$ cat src/rtl/intc_pkg.sv
// -----------------------------------------------------------------------------
// intc_pkg
// Shared definitions for the interrupt controller:
//   - cause code width and the fixed cause constants (NMI, timer, ext base)
//   - FSM state type used by intc_controller
// -----------------------------------------------------------------------------
package intc_pkg;

    localparam int CAUSE_W = 5;

    localparam logic [CAUSE_W-1:0] CAUSE_NMI      = 5'd0;
    localparam logic [CAUSE_W-1:0] CAUSE_TMR      = 5'd1;
    localparam logic [CAUSE_W-1:0] CAUSE_EXT_BASE = 5'd2;

    typedef enum logic [1:0] {
        IDLE    = 2'd0,
        REQ     = 2'd1,
        SERVICE = 2'd2
    } intc_state_t;

endpackage : intc_pkg

$ cat src/rtl/intc_sync.sv
// -----------------------------------------------------------------------------
// intc_sync
// Parameterized-width two-flop synchronizer for asynchronous level inputs.
// Ports:
//   clk    in  1  destination clock
//   rst_n  in  1  asynchronous active-low reset (both stages clear to 0)
//   d      in  W  asynchronous input
//   q      out W  synchronized output, two clk edges after d settles
// -----------------------------------------------------------------------------
module intc_sync #(
    parameter int W = 1
) (
    input  logic         clk,
    input  logic         rst_n,
    input  logic [W-1:0] d,
    output logic [W-1:0] q
);

    logic [W-1:0] meta_reg;
    logic [W-1:0] sync_reg;

    // Each bit is an independent synchronizer chain.
    generate
        for (genvar gi = 0; gi < W; gi++) begin : g_bit
            always_ff @(posedge clk or negedge rst_n) begin
                if (!rst_n) begin
                    meta_reg[gi] <= 1'b0;
                    sync_reg[gi] <= 1'b0;
                end else begin
                    meta_reg[gi] <= d[gi];
                    sync_reg[gi] <= meta_reg[gi];
                end
            end
        end
    endgenerate

    assign q = sync_reg;

endmodule : intc_sync

$ cat src/rtl/intc_controller.sv
// -----------------------------------------------------------------------------
// intc_controller
// Fixed-priority interrupt controller between the timer generator and the
// core trap logic. Latches timer/NMI pulses, synchronizes external level
// lines, and presents one request at a time over an irq_req/irq_ack handshake,
// holding in-service until irq_done (mret).
//
// Optional feature macro: INTC_NMI_EN
//   defined   -> nmi pulses latch into pend_nmi and issue cause 0
//   undefined -> nmi ignored, pend_nmi reads 0, cause 0 never issued
//
// Ports:
//   clk          in  1        core clock
//   rst_n        in  1        asynchronous active-low reset
//   tmrF         in  1        one-cycle timer pulse
//   nmi          in  1        one-cycle NMI pulse
//   ext_irq      in  N_EXT    asynchronous level-sensitive external lines
//   gie          in  1        global interrupt enable
//   tmr_en       in  1        timer interrupt enable
//   ext_mask     in  N_EXT    per-line enable (1 = enabled)
//   irq_ack      in  1        core accepts current request
//   irq_done     in  1        handler return pulse
//   irq_req      out 1        request to core
//   irq_cause    out 5        cause of current request
//   irq_pending  out N_EXT+2  raw pending {ext, tmr, nmi}
// -----------------------------------------------------------------------------
module intc_controller
    import intc_pkg::*;
#(
    parameter int N_EXT = 4
) (
    input  logic               clk,
    input  logic               rst_n,
    input  logic               tmrF,
    input  logic               nmi,
    input  logic [N_EXT-1:0]   ext_irq,
    input  logic               gie,
    input  logic               tmr_en,
    input  logic [N_EXT-1:0]   ext_mask,
    input  logic               irq_ack,
    input  logic               irq_done,
    output logic               irq_req,
    output logic [CAUSE_W-1:0] irq_cause,
    output logic [N_EXT+1:0]   irq_pending
);

    localparam int NSRC = N_EXT + 2;

    logic [N_EXT-1:0]   ext_sync;
    logic               pend_nmi_reg;
    logic               pend_tmr_reg;
    logic               pend_tmr_next;
    intc_state_t        state_reg;
    intc_state_t        state_next;
    logic [CAUSE_W-1:0] cause_reg;
    logic [CAUSE_W-1:0] cause_next;
    logic [NSRC-1:0]    elig;
    logic               any_elig;
    logic [CAUSE_W-1:0] top_cause;
    logic               cur_elig;
    logic               ack_take;

    intc_sync #(.W(N_EXT)) u_sync (
        .clk   (clk),
        .rst_n (rst_n),
        .d     (ext_irq),
        .q     (ext_sync)
    );

    // Eligibility vector, indexed by cause code.
    assign elig[0] = pend_nmi_reg;
    assign elig[1] = gie & tmr_en & pend_tmr_reg;
    generate
        for (genvar gi = 0; gi < N_EXT; gi++) begin : g_elig
            assign elig[2+gi] = gie & ext_mask[gi] & ext_sync[gi];
        end
    endgenerate

    // Lowest cause number wins: scan from the bottom priority upward so the
    // last hit is the highest priority.
    always_comb begin
        any_elig  = |elig;
        top_cause = '0;
        for (int i = NSRC - 1; i >= 0; i--) begin
            if (elig[i]) top_cause = CAUSE_W'(i);
        end
    end

    // Whether the cause currently frozen in REQ is still eligible.
    always_comb begin
        cur_elig = 1'b0;
        for (int i = 0; i < NSRC; i++) begin
            if (cause_reg == CAUSE_W'(i)) cur_elig = elig[i];
        end
    end

    always_comb begin
        state_next = state_reg;
        cause_next = cause_reg;
        ack_take   = 1'b0;
        case (state_reg)
            IDLE: begin
                if (any_elig) begin
                    state_next = REQ;
                    cause_next = top_cause;
                end
            end
            REQ: begin
                // Ack takes precedence over a simultaneous loss of eligibility.
                if (irq_ack) begin
                    state_next = SERVICE;
                    ack_take   = 1'b1;
                end else if (cause_reg != CAUSE_NMI && !cur_elig) begin
                    state_next = IDLE;
                end
            end
            SERVICE: begin
                if (irq_done) state_next = IDLE;
            end
            default: state_next = IDLE;
        endcase
    end

    always_ff @(posedge clk or negedge rst_n) begin
        if (!rst_n) begin
            state_reg <= IDLE;
            cause_reg <= '0;
        end else begin
            state_reg <= state_next;
            cause_reg <= cause_next;
        end
    end

    // A new pulse on the same edge as the clearing ack keeps the bit set.
    assign pend_tmr_next = tmrF | (pend_tmr_reg & ~(ack_take & (cause_reg == CAUSE_TMR)));

    always_ff @(posedge clk or negedge rst_n) begin
        if (!rst_n) pend_tmr_reg <= 1'b0;
        else        pend_tmr_reg <= pend_tmr_next;
    end

`ifdef INTC_NMI_EN
    logic pend_nmi_next;
    assign pend_nmi_next = nmi | (pend_nmi_reg & ~(ack_take & (cause_reg == CAUSE_NMI)));

    always_ff @(posedge clk or negedge rst_n) begin
        if (!rst_n) pend_nmi_reg <= 1'b0;
        else        pend_nmi_reg <= pend_nmi_next;
    end
`else
    logic unused_nmi;
    assign unused_nmi   = nmi;
    assign pend_nmi_reg = 1'b0;
`endif

    assign irq_req     = (state_reg == REQ);
    assign irq_cause   = cause_reg;
    assign irq_pending = {ext_sync, pend_tmr_reg, pend_nmi_reg};

endmodule : intc_controller

$ cat config.mk
export PLATFORM = sky130hd
export DESIGN_NAME = intc_controller
export DESIGN_NICKNAME = d
export VERILOG_FILES = /design/src/rtl/intc_pkg.sv /design/src/rtl/intc_sync.sv /design/src/rtl/intc_controller.sv
export SDC_FILE = /design/constraint.sdc
export NUM_CORES = 1
export LEC_CHECK = 0
export ABC_AREA = 1
export BUFFER_PORTS_ARGS = -buffer_cell sky130_fd_sc_hd__buf_2
export CAP_MARGIN = 0
export CORE_UTILIZATION = 40
export CTS_BUF_LIST = sky130_fd_sc_hd__clkbuf_8 sky130_fd_sc_hd__clkbuf_16
export DETAILED_ROUTE_END_ITERATION = 6
export PLACE_DENSITY = 0.72
export SYNTH_ARGS = -nofsm -noshare
export SYNTH_HDL_FRONTEND = slang
export SYNTH_SLANG_ARGS = --single-unit
$ cat constraint.sdc
create_clock -name clk -period 1 [get_ports clk]
set_clock_uncertainty 0.1 [all_clocks]
set_input_delay 0.2 -clock clk [delete_from_list [all_inputs] [get_ports clk]]
set_output_delay 0.2 -clock clk [all_outputs]
set_load 0.02 [all_outputs]
==> results by stage <==
Route:
- The DRC violations left is 0.
- The final layout contains routed wiring with a total length of 1620 um.
- The count of nets left with antenna violations once routing finished came out at 0.
- In the final routed layout, each cell accounts on average for about 13 um.
- Dividing the detail-routed via count by the number of cells gives between 5 and 6.
- The total via count after detailed routing is 648.
- The violation count after the first detailed-route iteration is 25.
- The number of search-and-repair iterations in the first detailed-routing pass is 4.

CTS:
- The later pin in the worst-skew pair is clocked with a latency of around 0.24 ns.
- The clock root buffer master is sky130_fd_sc_hd__clkbuf_8.
- The maximum count of clock buffers along a single path is 2.
- For this design, the sink count on the clock tree is 14.
- Clock-pin slew was measured on the worst setup and hold paths at 0.06 ns.
- TritonCTS built the clock tree.
- CTS built an H-tree with a depth of 1.
- In this run, CTS created clock tree buffers numbering 3.

Placement:
- Input and output buffers added on the ports amount to 23.
- Routability-driven placement finished with a final weighted congestion of around 0.80.
- The post-place setup slack is -0.171 ns.
- Detailed placement finished with a half-perimeter wire length of 955 um.

Worst setup path:
- At the worst endpoint, the required time is roughly 0.7 ns.
- The type of element capturing the critical path is an output pin.
- The worst setup path is launched from a flip-flop.
- STA puts the critical path data arrival time at 0.92 ns.
- The kind of critical path is reg2out.
- The maximum fanout along the worst path is 3.

STA:
- Setup violations remaining at the end of the flow were counted as 14.
- The minimum clock period after layout is 1.22 ns.
- The setup TNS is -1.83 ns.
- Setup repair after global routing could not meet its margin everywhere.
- The number of failing hold endpoints at the final stage is 0.
- In the post-route analysis, the smallest setup slack over all paths is -0.222 ns.
- The number of pins exceeding their max-slew limit in the final report is 0.
- The final period utilization is 122%.
- The upper clock frequency limit is 0.818 GHz.

Worst hold path:
- The worst hold path belongs to the class in2reg.

Logic synthesis:
- Sequential cells were found to cover 55.8% of the synthesized design area.
- After technology mapping, the gate count stands at 75.
- The number of synthesis warnings is 0.
- The leading area contributor after synthesis is sky130_fd_sc_hd__dfrtp_1.
- A synthesized cell averages 8.37 um2.
- The share of synthesized area in the top cell type comes to 55.8%.
- The number of distinct library cells after synthesis is 14.
- The number of synthesized register bits is 14.
- Ranked by total cell area, the synthesized netlist is headed by sky130_fd_sc_hd__dfrtp_1 56%, sky130_fd_sc_hd__nand2_1 13%, sky130_fd_sc_hd__nand3_1 6.4%.
- The mapped netlist covers between 600 and 700 um2.

Global route:
- The number of antenna violations at the first check in global routing is 0.
- The maximum number of pins on one net before global-route repair is 15.
- The overall routing resource usage is a little under a fifth.
- The via count of the first global-routing pass is between 500 and 600.
- After global routing the overflow that remains totals 0.
- The first-pass GRT wire length is roughly 2400 um.

Floorplan:
- The horizontal extent of the die is 41.6 um.
- During I/O placement, the number of pins put on the boundary was 28.
- The starting density of the core is a little under half.
- The floorplan step set the die height to roughly 42 um.
- The floorplan row count is 13.
- The die covers between 1500 and 2000 um2.
- In this run the standard cell core region covers 1380 um2.

Power:
- The power share of the combinational group is a little under 50%.
- The internal power is 1.67 mW.
- The register share of total power is between 30% and 40%.
- Summed over all cells, the static leakage comes to ~0.54 nW.
- The share of total power in the clock network is around a fifth.
- The worst ir drop on vdd is around 1.5 mV.
- The analysis attributes to net switching a power of 979 uW.
- Dividing total power by cell area gives a power density of between 2000 and 2500 nW/um2.
- In this run switching power makes up approximately 37% of total power.

Finish:
- The net count of the finished layout is roughly 130.
- From synthesis to final layout, the design area changed by 71.1%.
- The count of antenna diodes in the layout is 0.
- Of the cells placed in the final design, the portion with a size suffix greater than 1 is a little under three fifths.

Flow run:
- The max-cap violation count is 0.

Run status:
- The final reports fail on negative setup slack.
- The flow ran to the end, but the final reports show violations.
==> worst max-delay path, stage by stage (launching register included) <==
cell	delay [ns]
sky130_fd_sc_hd__dfrtp_1	0.37
sky130_fd_sc_hd__inv_2	0.06
sky130_fd_sc_hd__nor2_4	0.12
sky130_fd_sc_hd__buf_6	0.12
==> power groups by stage <==
stage | sequential, mW | clock (mW) | combinational [mW]
after CTS | 0.793 | 0.556 | 1.08
after detailed placement | 0.797 | 0 | 0.736
after global routing | 0.819 | 0.584 | 1.38
after global placement | 0.794 | 0 | 0.726
after floorplan | 0.865 | 0 | 0.430
final | 0.811 | 0.545 | 1.30
==> Yosys cell counts <==
master and count:
sky130_fd_sc_hd__nand2_1 21, sky130_fd_sc_hd__dfrtp_1 14, sky130_fd_sc_hd__inv_1 9, sky130_fd_sc_hd__nand3_1 8, sky130_fd_sc_hd__nor2_1 8, sky130_fd_sc_hd__buf_4 4
sky130_fd_sc_hd__a21oi_1 2, sky130_fd_sc_hd__nand2_2 2, sky130_fd_sc_hd__o21ai_0 2, sky130_fd_sc_hd__conb_1 1, sky130_fd_sc_hd__nand3_2 1, sky130_fd_sc_hd__nand4_1 1
sky130_fd_sc_hd__o21ai_1 1, sky130_fd_sc_hd__o31ai_1 1
==> layout make-up <==
class,instances,area [um2]
Inverter,9,43.8
Clock buffer,4,55.1
Multi-Input combinational cell,50,289
Tap cell,15,18.8
Fill cell,87,308
Sequential cell,14,360
Timing Repair Buffer,37,308
==> routing by layer <==
layer	track usage [%]	wire, um	vias to the layer above
met2	29.7	834	34
met5	0	0	-
li1	-	-	307
met3	3.91	92	9
met1	22.9	645	298
met4	11.6	50	0
==> logic make-up after synthesis <==
kind of cell / after synthesis / share of synthesized area (%)
flops: 14 / 55.8
other cells: 1 / 0.597
buf+inv: 13 / 10.2
compound gates: 6 / 5.18
simple gates: 41 / 28.3
==> what timing repair did <==
item,in CTS,in global routing
pin swaps,4,4
buffers inserted,5,3
gates cloned,0,0
hold buffers,5,0
resized for setup,25,17
setup endpoints to repair,14,14
endpoints found under the hold margin,18,0
==> cell usage in the layout, fill, tap and decap left out <==
cell type	netlist	layout
sky130_fd_sc_hd__buf_6	0	14
sky130_fd_sc_hd__buf_2	0	14
sky130_fd_sc_hd__inv_2	0	2
sky130_fd_sc_hd__nand2_2	2	6
sky130_fd_sc_hd__nand3_2	1	5
sky130_fd_sc_hd__dfrtp_2	0	8
sky130_fd_sc_hd__nand2_4	0	1
sky130_fd_sc_hd__nand3_1	8	4
sky130_fd_sc_hd__a21oi_1	2	1
sky130_fd_sc_hd__nand2_1	21	16
sky130_fd_sc_hd__nor2_1	8	5
sky130_fd_sc_hd__inv_1	9	5
sky130_fd_sc_hd__o21ai_1	1	1
sky130_fd_sc_hd__a21oi_2	0	1
sky130_fd_sc_hd__buf_4	4	4
sky130_fd_sc_hd__o21ai_0	2	2
sky130_fd_sc_hd__inv_4	0	1
sky130_fd_sc_hd__clkbuf_8	0	4
sky130_fd_sc_hd__inv_8	0	1
sky130_fd_sc_hd__nor2_4	0	1
sky130_fd_sc_hd__nand4_1	1	1
sky130_fd_sc_hd__conb_1	1	3
sky130_fd_sc_hd__dlygate4sd3_1	0	5
sky130_fd_sc_hd__dfrtp_1	14	6
sky130_fd_sc_hd__nor2_2	0	2
sky130_fd_sc_hd__o31ai_4	0	1
==> metrics by stage <==
stage	total power, mW	cell area (um2)	cells	hold WS (ns)	utilization, %
after CTS	2.43	1010	127	0.0445	73.1
after detailed placement	1.53	788	113	0.0120	57.0
after global routing	2.78	1070	129	0.0486	77.7
after floorplan	1.29	669	77	-0.196	-
final	2.65	1070	129	0.0455	77.7
after global placement	1.52	788	113	0.00398	57.0
==> final timing paths <==
kind,startpoint,end,slack (ns),cells after the start
min in group asynchronous,rst_n,u_sync.meta_reg[1],0.29,2
max,state_reg[0],irq_req,-0.22,3
max in group asynchronous,rst_n,pend_tmr_reg,0.25,2
max reg2reg,irq_cause[2],state_reg[0],-0.17,7
min,irq_done,state_reg[1],0.05,2
min reg2reg,u_sync.meta_reg[3],u_sync.q[3],0.25,0
Note: power is estimated with default switching activity, not from simulation.
